[src/rtl/run_ctl_pkg.sv]
// run_ctl_pkg: definitions shared by the run-command issuer and the INIT/RUNNING
// run-state FSMs that it drives.
//   run_op_e            host command opcode: STOP targets INIT, START targets RUNNING
//   RUN_INIT/RUN_RUNNING encoding of the downstream run-state bit
//   run_issuer_state_e  issuer FSM states
//   op_target()         maps an opcode to the run state it should produce
package run_ctl_pkg;

  typedef enum logic {OP_STOP = 1'b0, OP_START = 1'b1} run_op_e;

  localparam logic RUN_INIT    = 1'b0;
  localparam logic RUN_RUNNING = 1'b1;

  typedef enum logic [2:0] {
    S_IDLE  = 3'd0,
    S_PULSE = 3'd1,
    S_WAIT  = 3'd2,
    S_DONE  = 3'd3,
    S_ERR   = 3'd4
  } run_issuer_state_e;

  function automatic logic op_target(input run_op_e op);
    return (op == OP_START) ? RUN_RUNNING : RUN_INIT;
  endfunction

endpackage

[src/rtl/run_cmd_issuer.sv]
// run_cmd_issuer: turns host START/STOP commands into start_o/stop_o pulses for
// a downstream INIT/RUNNING FSM and confirms the move by watching run_state_i.
// A pulse that gets no response within TIMEOUT_CYCLES is re-issued, up to
// MAX_RETRY times; after that the command ends with an err pulse.
// Ports:
//   clk, rstn            clock, synchronous active-low reset
//   cmd_valid/cmd_ready  command handshake (ready only in IDLE)
//   cmd_op               0=STOP (target INIT), 1=START (target RUNNING)
//   run_state_i          downstream state, 0=INIT 1=RUNNING
//   start_o, stop_o      downstream in0/in1 pulses
//   busy                 high whenever not IDLE
//   done, err            one-cycle completion / failure pulses
//   err_sticky, err_clr  latched failure flag and its clear
//   attempts             pulses issued for the current/last command
module run_cmd_issuer
  import run_ctl_pkg::*;
#(
  parameter int PULSE_LEN      = 1,
  parameter int TIMEOUT_CYCLES = 16,
  parameter int MAX_RETRY      = 3,
  localparam int AW            = $clog2(MAX_RETRY + 2)
) (
  input  logic          clk,
  input  logic          rstn,
  input  logic          cmd_valid,
  output logic          cmd_ready,
  input  logic          cmd_op,
  input  logic          run_state_i,
  output logic          start_o,
  output logic          stop_o,
  output logic          busy,
  output logic          done,
  output logic          err,
  output logic          err_sticky,
  input  logic          err_clr,
  output logic [AW-1:0] attempts
);

  localparam int PW = (PULSE_LEN > 1) ? $clog2(PULSE_LEN) : 1;
  localparam int WW = $clog2(TIMEOUT_CYCLES);

  localparam logic [PW-1:0] PULSE_LAST = PW'(PULSE_LEN - 1);
  localparam logic [WW-1:0] WAIT_LAST  = WW'(TIMEOUT_CYCLES - 1);
  localparam logic [AW-1:0] ATT_MAX    = AW'(MAX_RETRY + 1);

  run_issuer_state_e state_q, state_d;
  run_op_e           op_q, op_d;
  logic [PW-1:0]     pulse_cnt_q, pulse_cnt_d;
  logic [WW-1:0]     wait_cnt_q, wait_cnt_d;
  logic [AW-1:0]     att_q, att_d;
  logic              sticky_q, sticky_d;

  always_ff @(posedge clk) begin
    if (!rstn) begin
      state_q     <= S_IDLE;
      op_q        <= OP_STOP;
      pulse_cnt_q <= '0;
      wait_cnt_q  <= '0;
      att_q       <= '0;
      sticky_q    <= 1'b0;
    end else begin
      state_q     <= state_d;
      op_q        <= op_d;
      pulse_cnt_q <= pulse_cnt_d;
      wait_cnt_q  <= wait_cnt_d;
      att_q       <= att_d;
      sticky_q    <= sticky_d;
    end
  end

  always_comb begin
    state_d     = state_q;
    op_d        = op_q;
    pulse_cnt_d = pulse_cnt_q;
    wait_cnt_d  = wait_cnt_q;
    att_d       = att_q;
    sticky_d    = sticky_q;

    if (err_clr) sticky_d = 1'b0;

    case (state_q)
      S_IDLE: begin
        if (cmd_valid) begin
          op_d        = run_op_e'(cmd_op);
          att_d       = '0;
          pulse_cnt_d = '0;
          // Already in the target state: confirm without touching the FSM.
          if (run_state_i == op_target(run_op_e'(cmd_op))) begin
            state_d = S_DONE;
          end else begin
            state_d = S_PULSE;
            att_d   = AW'(1);
          end
        end
      end
      // A match seen here is ignored; the pulse always runs its full length
      // and the first WAIT cycle does the confirming.
      S_PULSE: begin
        if (pulse_cnt_q == PULSE_LAST) begin
          state_d    = S_WAIT;
          wait_cnt_d = '0;
        end else begin
          pulse_cnt_d = pulse_cnt_q + PW'(1);
        end
      end
      S_WAIT: begin
        if (run_state_i == op_target(op_q)) begin
          state_d = S_DONE;
        end else if (wait_cnt_q == WAIT_LAST) begin
          if (att_q == ATT_MAX) begin
            state_d = S_ERR;
          end else begin
            state_d     = S_PULSE;
            att_d       = att_q + AW'(1);
            pulse_cnt_d = '0;
          end
        end else begin
          wait_cnt_d = wait_cnt_q + WW'(1);
        end
      end
      S_DONE: state_d = S_IDLE;
      S_ERR: begin
        state_d  = S_IDLE;
        sticky_d = 1'b1;  // overrides a simultaneous err_clr
      end
      default: state_d = S_IDLE;
    endcase
  end

  assign cmd_ready  = (state_q == S_IDLE);
  assign busy       = (state_q != S_IDLE);
  assign start_o    = (state_q == S_PULSE) && (op_q == OP_START);
  assign stop_o     = (state_q == S_PULSE) && (op_q == OP_STOP);
  assign done       = (state_q == S_DONE);
  assign err        = (state_q == S_ERR);
  assign err_sticky = sticky_q;
  assign attempts   = att_q;

endmodule

[config.mk]
export PLATFORM = sky130hd
export DESIGN_NAME = run_cmd_issuer
export DESIGN_NICKNAME = d
export VERILOG_FILES = /design/src/rtl/run_ctl_pkg.sv /design/src/rtl/run_cmd_issuer.sv
export SDC_FILE = /design/constraint.sdc
export NUM_CORES = 1
export LEC_CHECK = 0
export CAP_MARGIN = 20
export CORE_MARGIN = 2
export CORE_UTILIZATION = 40
export DETAILED_ROUTE_END_ITERATION = 7
export HOLD_SLACK_MARGIN = 0.08
export PLACE_DENSITY_LB_ADDON = 0.3
export SETUP_SLACK_MARGIN = 0.05
export SYNTH_ARGS = -nofsm -noshare
export SYNTH_HDL_FRONTEND = slang
export SYNTH_SLANG_ARGS = --single-unit
[constraint.sdc]
create_clock -name clk -period 2.4 [get_ports clk]
set_input_delay 0.36 -clock clk [delete_from_list [all_inputs] [get_ports clk]]
set_output_delay 0.36 -clock clk [all_outputs]
set_load 0.05 [all_outputs]
==> results of run 1 <==
[kinds of logic (layout without fill, tap and decap cells)]
family / count (synthesis) / in the layout / share of synthesized area
adder cells (fa/ha/maj): 3 / 3 / 0.0503
XOR/XNOR: 3 / 3 / 0.0453
buffers and inverters: 8 / 24 / 0.0570
AND/OR/NAND/NOR: 39 / 39 / 0.290
AO/OA/AOI/OAI: 23 / 23 / 0.221
multiplexers: 1 / 1 / 0.0134
flip-flops: 12 / 12 / 0.322
[power by group through the flow]
stage               sequential (mW)  clock, mW  combinational (mW)
floorplan                     0.260          0               0.292
global placement              0.263          0               0.374
detailed placement            0.264          0               0.375
CTS                           0.259      0.171               0.378
global route                  0.266      0.181               0.405
finish                        0.260      0.164               0.378
[critical path, delay by kind of cell, from the launching register on]
family	cells	cell delay, ps
buffers and inverters	1	850
flip-flops	1	460
AND/OR/NAND/NOR	1	290
[stage by stage]
| stage | cells | util | hold slack (ps) | instance area, um^2 | setup slack [ps] |
|---|---|---|---|---|---|
| 3_5_place_dp | 126 | 0.515 | 484 | 900 | 477 |
| 6_report | 130 | 0.536 | 496 | 936 | 158 |
| 4_1_cts | 130 | 0.536 | 494 | 936 | 167 |
| 3_3_place_gp | 126 | 0.515 | 464 | 900 | 500 |
| 5_1_grt | 130 | 0.536 | 534 | 936 | 62.7 |
| 2_1_floorplan | 89 | - | 454 | 746 | 361 |
[final timing paths]
path	startpoint	depth (start not counted)	to
setup / recovery	state_q[2]	2	err
hold / removal	wait_cnt_q[1]	2	wait_cnt_q[1]
setup reg to reg	state_q[1]	5	wait_cnt_q[3]
hold reg to reg	wait_cnt_q[1]	2	wait_cnt_q[1]
[state kept, by name, summed over array words and instances, names as in the netlist]
name	cells
attempts	3
err_sticky	1
op_q	1
state_q	3
wait_cnt_q	4
[per-layer routing]
layer	vias up	track usage
li1	361	-
met1	332	0.199
met2	19	0.274
met3	4	0.0577
met4	0	0.111
met5	-	0
[cell usage in the layout (no fill, tap or decap), types with 3 or more instances in the layout]
cell type,instances
sky130_fd_sc_hd__clkdlybuf4s50_1,12
sky130_fd_sc_hd__clkbuf_4,3
sky130_fd_sc_hd__a21oi_1,3
sky130_fd_sc_hd__nand2_1,9
sky130_fd_sc_hd__dfxtp_1,12
sky130_fd_sc_hd__ha_1,3
sky130_fd_sc_hd__nand3_1,8
sky130_fd_sc_hd__inv_1,3
sky130_fd_sc_hd__o21a_1,3
sky130_fd_sc_hd__o21ai_0,3
sky130_fd_sc_hd__buf_4,4
sky130_fd_sc_hd__nor2_1,6
[layout make-up]
class	count	area, um^2	area share
timing repair buffer	16	150	0.160
multi-input combinational	69	463	0.495
clock buffer	4	36.3	0.0388
tap	25	31.3	0.0334
sequential	12	240	0.257
inverter	4	15.0	0.0160
==> tab_implementation.tex, run 1 <==
\begin{tabular}{lr}
\hline
Metric & Value \\
\hline
\multicolumn{2}{l}{\textbf{Setup path}} \\
Worst path required time & 2040 ps \\
Kind of end point of the critical path & primary output \\
Kind of critical path & reg -> out \\
Critical path startpoint category & flip-flop \\
Cell chain of the critical path & nor3b\_1 > clkdlybuf4s50\_1 \\
Crit path max-delay cell type & sky130\_fd\_sc\_hd\_\_clkdlybuf4s50\_1 \\
CP peak stage delay & roughly 850 ps \\
Critical path data arrival time & 1880 ps \\
Crit Path Max Fanout & 8 \\
Flop-to-flop setup slack & a little over 800 ps \\
\multicolumn{2}{l}{\textbf{Yosys}} \\
List of most frequent post-synthesis cells & sky130\_fd\_sc\_hd\_\_dfxtp\_1 (12), sky130\_fd\_sc\_hd\_\_nand2\_1 (9), sky130\_fd\_sc\_hd\_\_nand3\_1 (8) \\
Most common cell in the netlist & sky130\_fd\_sc\_hd\_\_dfxtp\_1 \\
Synth area leaders & sky130\_fd\_sc\_hd\_\_dfxtp\_1 (32\%), sky130\_fd\_sc\_hd\_\_nand3\_1 (5.4\%), sky130\_fd\_sc\_hd\_\_ha\_1 (5.0\%), sky130\_fd\_sc\_hd\_\_nand2\_1 (4.5\%), sky130\_fd\_sc\_hd\_\_nor2\_1 (3.0\%) \\
Proportion of netlist area held by the largest area contributor & 0.322 \\
Number of nets in the synthesized netlist & between 90 and 100 \\
Number of synthesized flops with an enable pin & 0 \\
Cell Area, Synth & between 700 and 800 um\^{}2 \\
Synthesis warning total & 0 \\
Register bit total from synthesis & 12 \\
Async S/R FF share, synth & 0 \\
Syn Area/Cell & roughly 8.4 um\^{}2 \\
Most common flop cell mapped by yosys & sky130\_fd\_sc\_hd\_\_dfxtp\_1 \\
Number of standard cells after synthesis & 89 \\
Cell type with the largest total area after synthesis & sky130\_fd\_sc\_hd\_\_dfxtp\_1 \\
Portion of the post-synthesis area used by sequential elements & 0.322 \\
Number of distinct standard cells referenced by the synthesized netlist & 42 \\
\multicolumn{2}{l}{\textbf{Pwr}} \\
Switching share of power & 0.439 \\
Power, Total & around 0.80 mW \\
Cell leakage power & 0.354 nW \\
Fraction of power consumed by sequential logic & 0.324 \\
Cell internal pwr & 0.450 mW \\
Combinational power share & 0.471 \\
Clock power share & 0.204 \\
PwrDens & $\sim$860 nW/um\^{}2 \\
Highest ir drop seen on vdd & about 0.36 mV \\
Switching power total & roughly 0.35 mW \\
\multicolumn{2}{l}{\textbf{Final layout}} \\
Area grow syn2layout & 25.5\% \\
Layout net count & about 120 \\
Total inserted antenna cells & 0 \\
Proportion of layout cells with a drive suffix above 1 & 0.133 \\
Filler cell count in the final layout & 175 \\
\multicolumn{2}{l}{\textbf{Floorplan}} \\
Chip height & about 47 um \\
Floorplan row count & 15 \\
Total core area & between 1500 and 2000 um\^{}2 \\
Top-level port count & 16 \\
Initial Util & 0.427 \\
Die W & about 47 um \\
Total die area & about 2200 um\^{}2 \\
\multicolumn{2}{l}{\textbf{Timing}} \\
Setup repair after global routing missed its margin & false \\
F\_max & between 400 and 500 MHz \\
Final Skew & 2.99 ps \\
Aggregate negative setup slack & 0 ps \\
Max-slew headroom at the worst pin & 0.668 \\
Post-route clock period utilization & 0.934 \\
Min Clock Period, post-route & $\sim$2200 ps \\
Final setup violating endpoints & 0 \\
Transition time at the pin with the least slew margin & just under 500 ps \\
Number of max-slew violations in the final report & 0 \\
Final hold vios & 0 \\
\multicolumn{2}{l}{\textbf{Global route}} \\
Pin count of the biggest net entering global routing & 14 \\
Initial antenna violation count & 0 \\
Wire length of the first global-routing pass & between 2 and 3 mm \\
Number of global-route vias before repair & about 670 \\
Overall track demand over capacity in global routing & 0.173 \\
GR Overflow Total & 0 \\
\multicolumn{2}{l}{\textbf{Detailed routing}} \\
Residual antenna-violating net count after detailed routing & 0 \\
Iter 0 DRT Violations & 22 \\
Wire length after detailed routing & 1.66 mm \\
First-pass detailed-route iteration total & 4 \\
Top layer in use & met4 \\
DRC Markers & 0 \\
Routed wirelength normalized by instance count & $\sim$13 um \\
Met1 wire length & roughly 780 um \\
Via total after detailed routing & between 700 and 800 \\
Wire length on met3 & between 80 and 90 um \\
Routed via count divided by cell count & between 5 and 6 \\
Wire length on met2 & around 770 um \\
\multicolumn{2}{l}{\textbf{Clock network}} \\
Maximum number of buffers from clock root to sink & 2 \\
Maximum level of the CTS H-tree & 1 \\
Post-CTS setup buffer count & 0 \\
Root buffer cell & sky130\_fd\_sc\_hd\_\_clkbuf\_4 \\
Count of hold buffers inserted by post-cts repair & 0 \\
Number of gates resized after CTS & 0 \\
Clock transition time at the flip-flop clock pins of the worst setup and hold paths & 70 ps \\
Clock tree from TritonCTS & done \\
Total clock buffers created by CTS & 3 \\
Clock insertion delay at the later pin of the skew report & 280 ps \\
Clock sink count & 12 \\
\multicolumn{2}{l}{\textbf{Placement}} \\
DP Wirelength & approximately 1.3 mm \\
Count of buffers inserted at the top-level ports & 15 \\
Final RePlAce weighted congestion & slightly above 0.9 \\
\multicolumn{2}{l}{\textbf{Run status}} \\
Outcome & completed \\
\multicolumn{2}{l}{\textbf{Hold path}} \\
Type of the most critical hold path & reg -> reg \\
\multicolumn{2}{l}{\textbf{Job}} \\
Reported max-cap violation count & 0 \\
\hline
\end{tabular}
No activity file was read; power rests on OpenSTA's default activity.
==> run 2: changes to the inputs <==
ABC_AREA = 1   (was unset)
CTS_CLUSTER_SIZE = 8   (was unset)
GPL_TIMING_DRIVEN = 0   (was unset)
==> run 2 against run 1 <==
Non-clock buffer count is 1 lower; core utilization is 2.2 points higher; clock skew is 2.4 ps lower; register-to-register slack better by 230 ps; via count is 2.8% lower; largest power group unchanged.
==> tab_implementation.tex, run 2 <==
\begin{tabular}{lr}
\hline
Metric & Value \\
\hline
\multicolumn{2}{l}{\textbf{Run status}} \\
Outcome & completed \\
\multicolumn{2}{l}{\textbf{Yosys}} \\
Number of distinct standard cells referenced by the synthesized netlist & 23 \\
List of most frequent post-synthesis cells & sky130\_fd\_sc\_hd\_\_nand2\_1 (20), sky130\_fd\_sc\_hd\_\_nor2\_1 (14), sky130\_fd\_sc\_hd\_\_dfxtp\_1 (12) \\
Cell type with the largest total area after synthesis & sky130\_fd\_sc\_hd\_\_dfxtp\_1 \\
Synth area leaders & sky130\_fd\_sc\_hd\_\_dfxtp\_1 (32\%), sky130\_fd\_sc\_hd\_\_nand2\_1 (10\%), sky130\_fd\_sc\_hd\_\_nor2\_1 (7.1\%), sky130\_fd\_sc\_hd\_\_a21oi\_1 (6.1\%), sky130\_fd\_sc\_hd\_\_inv\_1 (5.6\%) \\
Proportion of netlist area held by the largest area contributor & 0.324 \\
Adder-cell area share of the yosys netlist & 0.0506 \\
Register bit total from synthesis & 12 \\
Mux contribution to synthesized area & 0 \\
Area share of and/or/nand/nor cells after synthesis & 0.371 \\
Portion of the post-synthesis area used by sequential elements & 0.324 \\
Cell Area, Synth & 742 um\^{}2 \\
Syn Area/Cell & 7.00 um\^{}2 \\
Most common flop cell mapped by yosys & sky130\_fd\_sc\_hd\_\_dfxtp\_1 \\
Main combinational cell family by area after synthesis & simple AND/OR/NAND/NOR gates \\
Synthesis warning total & 0 \\
Number of nets in the synthesized netlist & around 120 \\
Async S/R FF share, synth & 0 \\
XOR/XNOR Fraction of Synth Area & 0.0236 \\
Most common cell in the netlist & sky130\_fd\_sc\_hd\_\_nand2\_1 \\
Number of standard cells after synthesis & approximately 110 \\
Number of synthesized flops with an enable pin & 0 \\
Fraction of the mapped netlist area in compound gates & 0.147 \\
\multicolumn{2}{l}{\textbf{Floorplan}} \\
Total core area & between 1500 and 2000 um\^{}2 \\
Top-level port count & 16 \\
Floorplan row count & 15 \\
Chip height & 47.1 um \\
Total die area & $\sim$2200 um\^{}2 \\
Die W & $\sim$47 um \\
Initial Util & 0.430 \\
\multicolumn{2}{l}{\textbf{Detailed routing}} \\
Wire length on met2 & roughly 700 um \\
Wire length after detailed routing & about 1.4 mm \\
Routed wirelength normalized by instance count & 9.59 um \\
Iter 0 DRT Violations & 4 \\
Routed via count divided by cell count & 4.64 \\
Met1 wire length & a little under 700 um \\
Wire length on met3 & around 45 um \\
Via total after detailed routing & between 600 and 700 \\
DRC Markers & 0 \\
First-pass detailed-route iteration total & 4 \\
Residual antenna-violating net count after detailed routing & 0 \\
Top layer in use & met4 \\
\multicolumn{2}{l}{\textbf{Clock network}} \\
Clock transition time at the flip-flop clock pins of the worst setup and hold paths & around 70 ps \\
Count of hold buffers inserted by post-cts repair & 0 \\
Total clock buffers created by CTS & 3 \\
Maximum level of the CTS H-tree & 1 \\
Clock tree from TritonCTS & done \\
Post-CTS setup buffer count & 0 \\
Maximum number of buffers from clock root to sink & 2 \\
Clock sink count & 12 \\
Clock insertion delay at the later pin of the skew report & about 270 ps \\
Root buffer cell & sky130\_fd\_sc\_hd\_\_clkbuf\_4 \\
\multicolumn{2}{l}{\textbf{Final layout}} \\
Layout net count & approximately 140 \\
Most frequent standard cell in the layout excluding fill and tap cells & sky130\_fd\_sc\_hd\_\_nand2\_1 \\
Area grow syn2layout & 30.0\% \\
Register with the highest flop count & wait\_cnt\_q \\
Total inserted antenna cells & 0 \\
Max reg flops & 4 \\
Commonest non-fill, non-tap cells in the layout & sky130\_fd\_sc\_hd\_\_nand2\_1 (20), sky130\_fd\_sc\_hd\_\_nor2\_1 (14), sky130\_fd\_sc\_hd\_\_clkdlybuf4s50\_1 (13) \\
Multi-input gate area & $\sim$440 um\^{}2 \\
Seq. cell area & $\sim$240 um\^{}2 \\
Post-route cell area & 965 um\^{}2 \\
Filler cell count in the final layout & 179 \\
Proportion of layout cells with a drive suffix above 1 & 0.176 \\
Final non-filler cell total & 150 \\
Post-Route Utilization & 0.559 \\
\multicolumn{2}{l}{\textbf{Global route}} \\
Initial antenna violation count & 0 \\
Number of global-route vias before repair & 597 \\
Pin count of the biggest net entering global routing & 9 \\
GR Overflow Total & 0 \\
Overall track demand over capacity in global routing & 0.157 \\
Wire length of the first global-routing pass & about 2.5 mm \\
\multicolumn{2}{l}{\textbf{Timing}} \\
Setup repair after global routing missed its margin & false \\
Min Clock Period, post-route & approximately 2200 ps \\
Worst hold slack after final layout & around 470 ps \\
Number of max-slew violations in the final report & 0 \\
F\_max & $\sim$450 MHz \\
Max-slew headroom at the worst pin & 0.659 \\
Fin worst setup slack & roughly 200 ps \\
Final hold vios & 0 \\
Final setup violating endpoints & 0 \\
Post-route clock period utilization & 0.917 \\
Aggregate negative setup slack & 0 ps \\
Transition time at the pin with the least slew margin & just over 500 ps \\
Final Skew & 0.582 ps \\
\multicolumn{2}{l}{\textbf{Pwr}} \\
Power, Total & approximately 1.2 mW \\
Cell leakage power & 0.461 nW \\
PwrDens & approximately 1200 nW/um\^{}2 \\
Highest ir drop seen on vdd & 0.621 mV \\
\multicolumn{2}{l}{\textbf{Placement}} \\
Count of buffers inserted at the top-level ports & 15 \\
DP Wirelength & between 1 and 1.5 mm \\
Dpl ws & roughly 370 ps \\
Placement Cell Area & about 900 um\^{}2 \\
Final RePlAce weighted congestion & 0.779 \\
Placed Instances & approximately 150 \\
\multicolumn{2}{l}{\textbf{Setup path}} \\
Critical path data arrival time & about 1800 ps \\
Critical path startpoint category & flip-flop \\
Worst path required time & around 2000 ps \\
Flop-to-flop setup slack & around 1100 ps \\
Kind of critical path & reg -> out \\
Crit Path Max Fanout & 5 \\
Kind of end point of the critical path & primary output \\
\multicolumn{2}{l}{\textbf{Hold path}} \\
Type of the most critical hold path & reg -> reg \\
\multicolumn{2}{l}{\textbf{Job}} \\
Reported max-cap violation count & 0 \\
\hline
\end{tabular}
run 2: changes by cell type after synthesis, sizes merged, moves of 4 or more:
cell / delta
o21ai: +4
a21oi: +5
nand2: +15
inv: +12
nor2: +12
run 2: critical path, stage by stage, from the launching register on:
cell	delay [ps]
sky130_fd_sc_hd__dfxtp_1	380
sky130_fd_sc_hd__nor2_2	190
sky130_fd_sc_hd__nand2_2	120
sky130_fd_sc_hd__inv_2	90
sky130_fd_sc_hd__clkdlybuf4s50_1	790
run 2: logic make-up (layout without fill, tap and decap cells):
group / after synthesis / in the layout
AO/OA/AOI/OAI: 19 / 19
XOR/XNOR: 2 / 2
adder cells (fa/ha/maj): 3 / 3
buffers and inverters: 16 / 35
flip-flops: 12 / 12
AND/OR/NAND/NOR: 54 / 54
run 2: per-layer routing:
metal,GRT usage,vias to the layer above
met5,0,-
li1,-,378
met1,0.195,308
met4,0.0833,0
met2,0.260,8
met3,0.0231,2
run 2: layout make-up:
type	count	share of cell area
Sequential cell	12	0.249
Inverter	16	0.0649
Tap cell	25	0.0324
Timing Repair Buffer	15	0.161
Multi-Input combinational cell	78	0.455
Clock buffer	4	0.0376
run 2: what timing repair did:
| action | 4_1_cts | 5_1_grt |
|---|---|---|
| resized for setup | 0 | 2 |
| hold endpoints to repair | 0 | 0 |
| setup endpoints to repair | 0 | 2 |
run 2: report_power, final:
part           switching (mW)  total [mW]  internal [mW]  leakage (nW)
registers              0.0576       0.313          0.256        0.0983
logic                   0.468       0.709          0.242         0.342
clock network          0.0660       0.158         0.0921        0.0210
run 2: final timing paths:
path | start | to | cells past startpoint
worst max-delay path | state_q[1] | cmd_ready | 4
worst min-delay path | err_sticky | err_sticky | 2
worst max register to register | attempts[0] | attempts[0] | 8
worst min register to register | err_sticky | err_sticky | 2
==> run 3: changes to the inputs <==
--- a/config.mk
+++ b/config.mk
@@ -15,4 +15,5 @@
 export HOLD_SLACK_MARGIN = 0.08
 export PLACE_DENSITY_LB_ADDON = 0.3
+export REMOVE_ABC_BUFFERS = 1
 export SETUP_SLACK_MARGIN = 0.05
 export SYNTH_ARGS = -nofsm -noshare
==> constraint.sdc (replaced) <==
create_clock -name clk -period 2.4 [get_ports clk]
set_input_delay 0.36 -clock clk [delete_from_list [all_inputs] [get_ports clk]]
set_output_delay 0.36 -clock clk [all_outputs]
set_load 0.02 [all_outputs]
==> run 3 against run 2 <==
Clock-buffer cell count did not move; sequential power barely moved; wire length fell by 0.14%; sequential share of layout area rose by 0.13 points; combinational power fell by 15%; die area did not move; via count rose by 0.14%; core utilization fell by 0.29 points; cell count did not move; register-to-register slack barely moved; first-iteration DRC count rose by 50%; clock power barely moved; largest power group unchanged; highest routed layer unchanged.
==> tab_implementation.tex, run 3 (synthesized netlist as in run 2, its figures left out) <==
\begin{tabular}{lr}
\hline
Metric & Value \\
\hline
\multicolumn{2}{l}{\textbf{Placement}} \\
Final RePlAce weighted congestion & 0.779 \\
DP Wirelength & 1.18 mm \\
Count of buffers inserted at the top-level ports & 15 \\
Placed Instances & around 150 \\
Placement Cell Area & around 900 um\^{}2 \\
\multicolumn{2}{l}{\textbf{Clock network}} \\
Count of hold buffers inserted by post-cts repair & 0 \\
Clock insertion delay at the later pin of the skew report & between 200 and 300 ps \\
Total clock buffers created by CTS & 3 \\
Number of gates resized after CTS & 0 \\
Clock sink count & 12 \\
Maximum number of buffers from clock root to sink & 2 \\
Clock tree from TritonCTS & done \\
Root buffer cell & sky130\_fd\_sc\_hd\_\_clkbuf\_4 \\
Post-CTS setup buffer count & 0 \\
Maximum level of the CTS H-tree & 1 \\
Clock transition time at the flip-flop clock pins of the worst setup and hold paths & roughly 70 ps \\
\multicolumn{2}{l}{\textbf{Detailed routing}} \\
Via total after detailed routing & 697 \\
Wire length after detailed routing & $\sim$1.4 mm \\
Iter 0 DRT Violations & 6 \\
Residual antenna-violating net count after detailed routing & 0 \\
Routed via count divided by cell count & about 4.6 \\
Routed wirelength normalized by instance count & 9.58 um \\
First-pass detailed-route iteration total & 4 \\
DRC Markers & 0 \\
\multicolumn{2}{l}{\textbf{Timing}} \\
Setup repair after global routing missed its margin & false \\
Final setup violating endpoints & 0 \\
Number of max-slew violations in the final report & 0 \\
Final hold vios & 0 \\
Worst hold slack after final layout & 466 ps \\
Transition time at the pin with the least slew margin & approximately 260 ps \\
Final Skew & 0.393 ps \\
Post-route clock period utilization & 0.879 \\
F\_max & around 470 MHz \\
Aggregate negative setup slack & 0 ps \\
Min Clock Period, post-route & 2110 ps \\
Max-slew headroom at the worst pin & 0.827 \\
\multicolumn{2}{l}{\textbf{Pwr}} \\
PwrDens & roughly 1100 nW/um\^{}2 \\
Cell leakage power & between 0.4 and 0.5 nW \\
Highest ir drop seen on vdd & between 0.6 and 0.7 mV \\
\multicolumn{2}{l}{\textbf{Setup path}} \\
Worst path required time & a little over 2000 ps \\
Critical path data arrival time & approximately 1800 ps \\
Crit Path Max Fanout & 3 \\
Kind of critical path & reg -> out \\
Kind of end point of the critical path & primary output \\
Critical path startpoint category & flip-flop \\
\multicolumn{2}{l}{\textbf{Final layout}} \\
Proportion of layout cells with a drive suffix above 1 & 0.176 \\
Max reg flops & 4 \\
Seq. cell area & roughly 240 um\^{}2 \\
Layout net count & around 140 \\
Commonest non-fill, non-tap cells in the layout & sky130\_fd\_sc\_hd\_\_nand2\_1 (20), sky130\_fd\_sc\_hd\_\_clkdlybuf4s50\_1 (15), sky130\_fd\_sc\_hd\_\_nor2\_1 (14) \\
Post-Route Utilization & 0.556 \\
Area grow syn2layout & 29.3\% \\
Register with the highest flop count & wait\_cnt\_q \\
Total inserted antenna cells & 0 \\
Post-route cell area & 960 um\^{}2 \\
Most frequent standard cell in the layout excluding fill and tap cells & sky130\_fd\_sc\_hd\_\_nand2\_1 \\
Multi-input gate area & $\sim$440 um\^{}2 \\
Filler cell count in the final layout & $\sim$180 \\
Final non-filler cell total & 150 \\
\multicolumn{2}{l}{\textbf{Job}} \\
Reported max-cap violation count & 0 \\
\multicolumn{2}{l}{\textbf{Global route}} \\
Number of global-route vias before repair & roughly 600 \\
Overall track demand over capacity in global routing & 0.157 \\
GR Overflow Total & 0 \\
Initial antenna violation count & 0 \\
Pin count of the biggest net entering global routing & 9 \\
Wire length of the first global-routing pass & 2.46 mm \\
\multicolumn{2}{l}{\textbf{Floorplan}} \\
Floorplan row count & 15 \\
Total core area & $\sim$1700 um\^{}2 \\
Top-level port count & 16 \\
Total die area & around 2200 um\^{}2 \\
Chip height & approximately 47 um \\
Die W & around 47 um \\
Initial Util & 0.430 \\
\multicolumn{2}{l}{\textbf{Hold path}} \\
Type of the most critical hold path & reg -> reg \\
\multicolumn{2}{l}{\textbf{Run status}} \\
Outcome & completed \\
\hline
\end{tabular}
==> run 3: cell types whose count changed in the layout (fill, tap and decap cells not counted), sizes merged <==
cell,delta
dlymetal6s2s,-2
clkdlybuf4s50,+2
==> run 3: path summary, 6_finish.rpt <==
kind                  to   startpoint  slack, ps  cells past startpoint
min reg2reg   err_sticky   err_sticky        470                      2
min           err_sticky   err_sticky        470                      2
max              start_o   state_q[0]        290                      5
max reg2reg  attempts[0]  attempts[0]       1060                      8
==> run 3: power by group <==
group / switching [mW] / leakage (nW) / internal [mW]
sequential: 0.0573 / 0.0983 / 0.256
clock: 0.0662 / 0.0210 / 0.0922
combinational: 0.357 / 0.308 / 0.243
==> run 3: metal layers <==
metal / vias up / global-route usage / share of wire
met4: 0 / 0.0833 / 0.0084
met5: - / 0 / 0
met2: 8 / 0.260 / 0.49
li1: 378 / - / -
met1: 309 / 0.195 / 0.47
met3: 2 / 0.0231 / 0.031
==> run 3: layout make-up <==
type,instances,share of cell area
well taps,25,0.0326
clock buffers,4,0.0378
repair buffers,15,0.156
flip-flops and latches,12,0.250
inverters,16,0.0652
multi-input cells,78,0.458
==> run 3: worst max-delay path, stage by stage, from the launching register on <==
cell and delay (ps):
sky130_fd_sc_hd__dfxtp_1 410, sky130_fd_sc_hd__inv_1 90, sky130_fd_sc_hd__nor3_2 190, sky130_fd_sc_hd__inv_2 80
sky130_fd_sc_hd__nor2_1 100, sky130_fd_sc_hd__clkdlybuf4s50_1 610
==> run 3: through the flow <==
step | setup slack (ps) | total power, mW
floorplan | 1010 | 0.748
global placement | 619 | 0.917
detailed placement | 568 | 0.925
CTS | 254 | 1.09
global route | 177 | 1.18
finish | 291 | 1.07
==> variant: new RTL, settings of run 1 <==
Change the parameter `TIMEOUT_CYCLES` from 16 to 8.
--- a/src/rtl/run_cmd_issuer.sv
+++ b/src/rtl/run_cmd_issuer.sv
@@ -18,3 +18,3 @@
   parameter int PULSE_LEN      = 1,
-  parameter int TIMEOUT_CYCLES = 16,
+  parameter int TIMEOUT_CYCLES = 8,
   parameter int MAX_RETRY      = 3,
Check against the original RTL: same outputs for any inputs over 10 cycles, from zero or initial values and one cycle with rstn low; that may be too few to reach the edited logic, so the function may still have changed.
==> variant against run 1 <==
Setup slack worse by 5.8 ps. Cell area down 9.9%. Area after synthesis down 11%. Wire length down 10%. First-iteration DRC count down 9.1%. Sequential cell count down 1. Global-route usage down 0.68 points.
Power is not compared: it rests on default switching activity, and its combinational part moved more than twofold at a synthesized area within 25%.
==> variant: results (changes against run 1) <==
** Timing
- The clock skew after layout came to 8.35 ps (+5.36 ps).
- Final-layout worst hold slack :: 509 ps (+13.4 ps)
- Actual slew at the worst max-slew pin :: 551 ps (+54.6 ps)
- Least setup slack across all paths after layout :: 153 ps (-5.78 ps)

** Final layout
- The filler-free cell count of the finished design is 107 (-18%).
- Fraction of final layout cells with drive strength greater than 1 :: 12.1% (-1.2 points)
- Number of filler cells placed in the layout :: 151 (-14%)
- Diodes inserted :: 0 (unchanged)

** Worst hold path
- Cell depth of the worst min-delay path :: 2 (unchanged)
- The worst hold path belongs to the class flop to flop.
- The startpoint identified for the worst hold timing path is err_sticky.
- Endpoint of the worst hold-timing path :: err_sticky

** CTS
- The number of CTS-inserted buffers came to 3 (unchanged).
- Bufs on Longest Clock Path :: 2 (unchanged)
- The maximum level of the CTS H-tree came to 1 (unchanged).
- Later-pin clock latency in the skew report :: 280 ps (about the same)
- The tree is rooted in a clkbuf_4.
- Post-CTS setup buffers :: 0 (unchanged)

** Logic synthesis
- Ranked by total cell area, the synthesized netlist is headed by dfxtp_1 33%, ha_1 7.6%, nor4b_1 4.0%, a21oi_1 3.8%, inv_1 3.4%.
- List of most frequent post-synthesis cells :: 11 x dfxtp_1, 6 x inv_1, 5 x a21oi_1, 5 x nand2_1
- Post-Synthesis Net Count :: 85 (-13%)
- Yosys warning total :: 0 (unchanged)
- Ys async rst share :: 0% (unchanged)
- The average size of a mapped cell is 8.81 sq um (+5.1%).
- The sequential cell area fraction in the yosys report came to 33.3% (+1.1 points).
- The count of different cell masters after synthesis is 37 (-12%).
- Post-synth top flop :: dfxtp_1

** Placed design
- The number of cells in the design after placement came to 103 (-18%).
- The placed wire-length estimate after detailed placement was 1.06 mm (-16%).
- The worst-case setup slack after placement was 394 ps (-83.8 ps).
- The placer congestion estimate was 0.709 (-24%).
- The cell area reported after detailed placement came to 815 sq um (-9.5%).

** Worst setup path
- R2R depth :: 3 (-2)
- Worst flop-to-flop path endpoint :: wait_cnt_q[0]
- For this design, the slowest cell found on the critical path is clkdlybuf4s50_1.
- The flop-to-flop setup slack came to 740 ps (-90 ps).
- At the worst endpoint, the arrival time is 1890 ps.
- Largest driver fanout on the critical path :: 10 (+2)
- The worst stage delay on the critical path came to 710 ps (-140 ps).
- Worst R2R Start :: state_q[1]
- Delay-heaviest family, CP :: buffers and inverters

** Global routing
- Total routing usage reported by global routing :: 16.6% (-0.68 points)
- Vias in the first global route :: 557 (-16%)
- The largest net degree at the start of global routing came to 13 (-1).
- Global-route wire length before repair :: 2.43 mm (-7.4%)

** Drt
- Total Wirelength :: 1.50 mm (-10%)
- The number of detailed-routing iterations run before antenna repair is 4 (unchanged).
- Drt first-iter violations :: 20 (-9.1%)
- The mean number of vias per cell is 5.68 (+3.2%).

** Power and ir drop
- In this run the static leakage power is 0.366 nW.
- Peak supply drop :: 0.000262 V

** Status
- Run status :: completed
[variant: cell types whose count changed after synthesis, sizes merged, moves of 2 or more]
cell | run 1 | this run
a211oi | 0 | 2
nand3 | 9 | 1
nor4b | 0 | 3
nor3b | 3 | 1
o21ai | 5 | 0
inv | 4 | 6
nor2 | 6 | 4
nand2 | 9 | 5
[variant: how the worst max path moves through the flow]
stage               endpoint  cells after the start
finish                  busy                      2
global route            busy                      2
CTS                      err                      2
detailed placement       err                      2
global placement        busy                      2
floorplan            start_o                      3
[variant: logic make-up after synthesis]
group	after synthesis	synth area share (%)
AOI/OAI and AO/OA	18	20.3
xor gates and xnor gates	3	3.98
adders and majority gates	4	7.58
buffers and inverters	10	5.87
DFF	11	33.3
muxes	1	1.52
and+or+nand+nor	28	27.5
[variant: power by group]
| group | leakage, nW | internal, mW | switching (mW) |
|---|---|---|---|
| Sequential | 0.0895 | 0.192 | 0.0161 |
| Clock | 0.0150 | 0.0644 | 0.0703 |
| Combinational | 0.261 | 0.0535 | 0.0844 |
[variant: metal layers]
layer	share of wire, %	up-vias	wire, um	track usage (%)
met5	0	-	0	0
met4	0.73	0	11	7.27
met3	4.2	4	63	4.08
met2	45	13	669	23.8
met1	50	278	752	23.4
li1	-	313	-	-
[variant: layout make-up]
class | count | area [sq um] | share of cell area (%)
Timing Repair Buffer | 16 | 153 | 18.1
Tap cell | 16 | 20.0 | 2.37
Inverter | 6 | 22.5 | 2.67
Sequential cell | 11 | 220 | 26.1
Multi-Input combinational cell | 54 | 402 | 47.6
Clock buffer | 4 | 26.3 | 3.12
[variant: timing repair]
action / in CTS / in global routing
hold endpoints to repair: 0 / 0
endpoints found under the setup margin: 0 / 1
gates resized for setup: 0 / 1
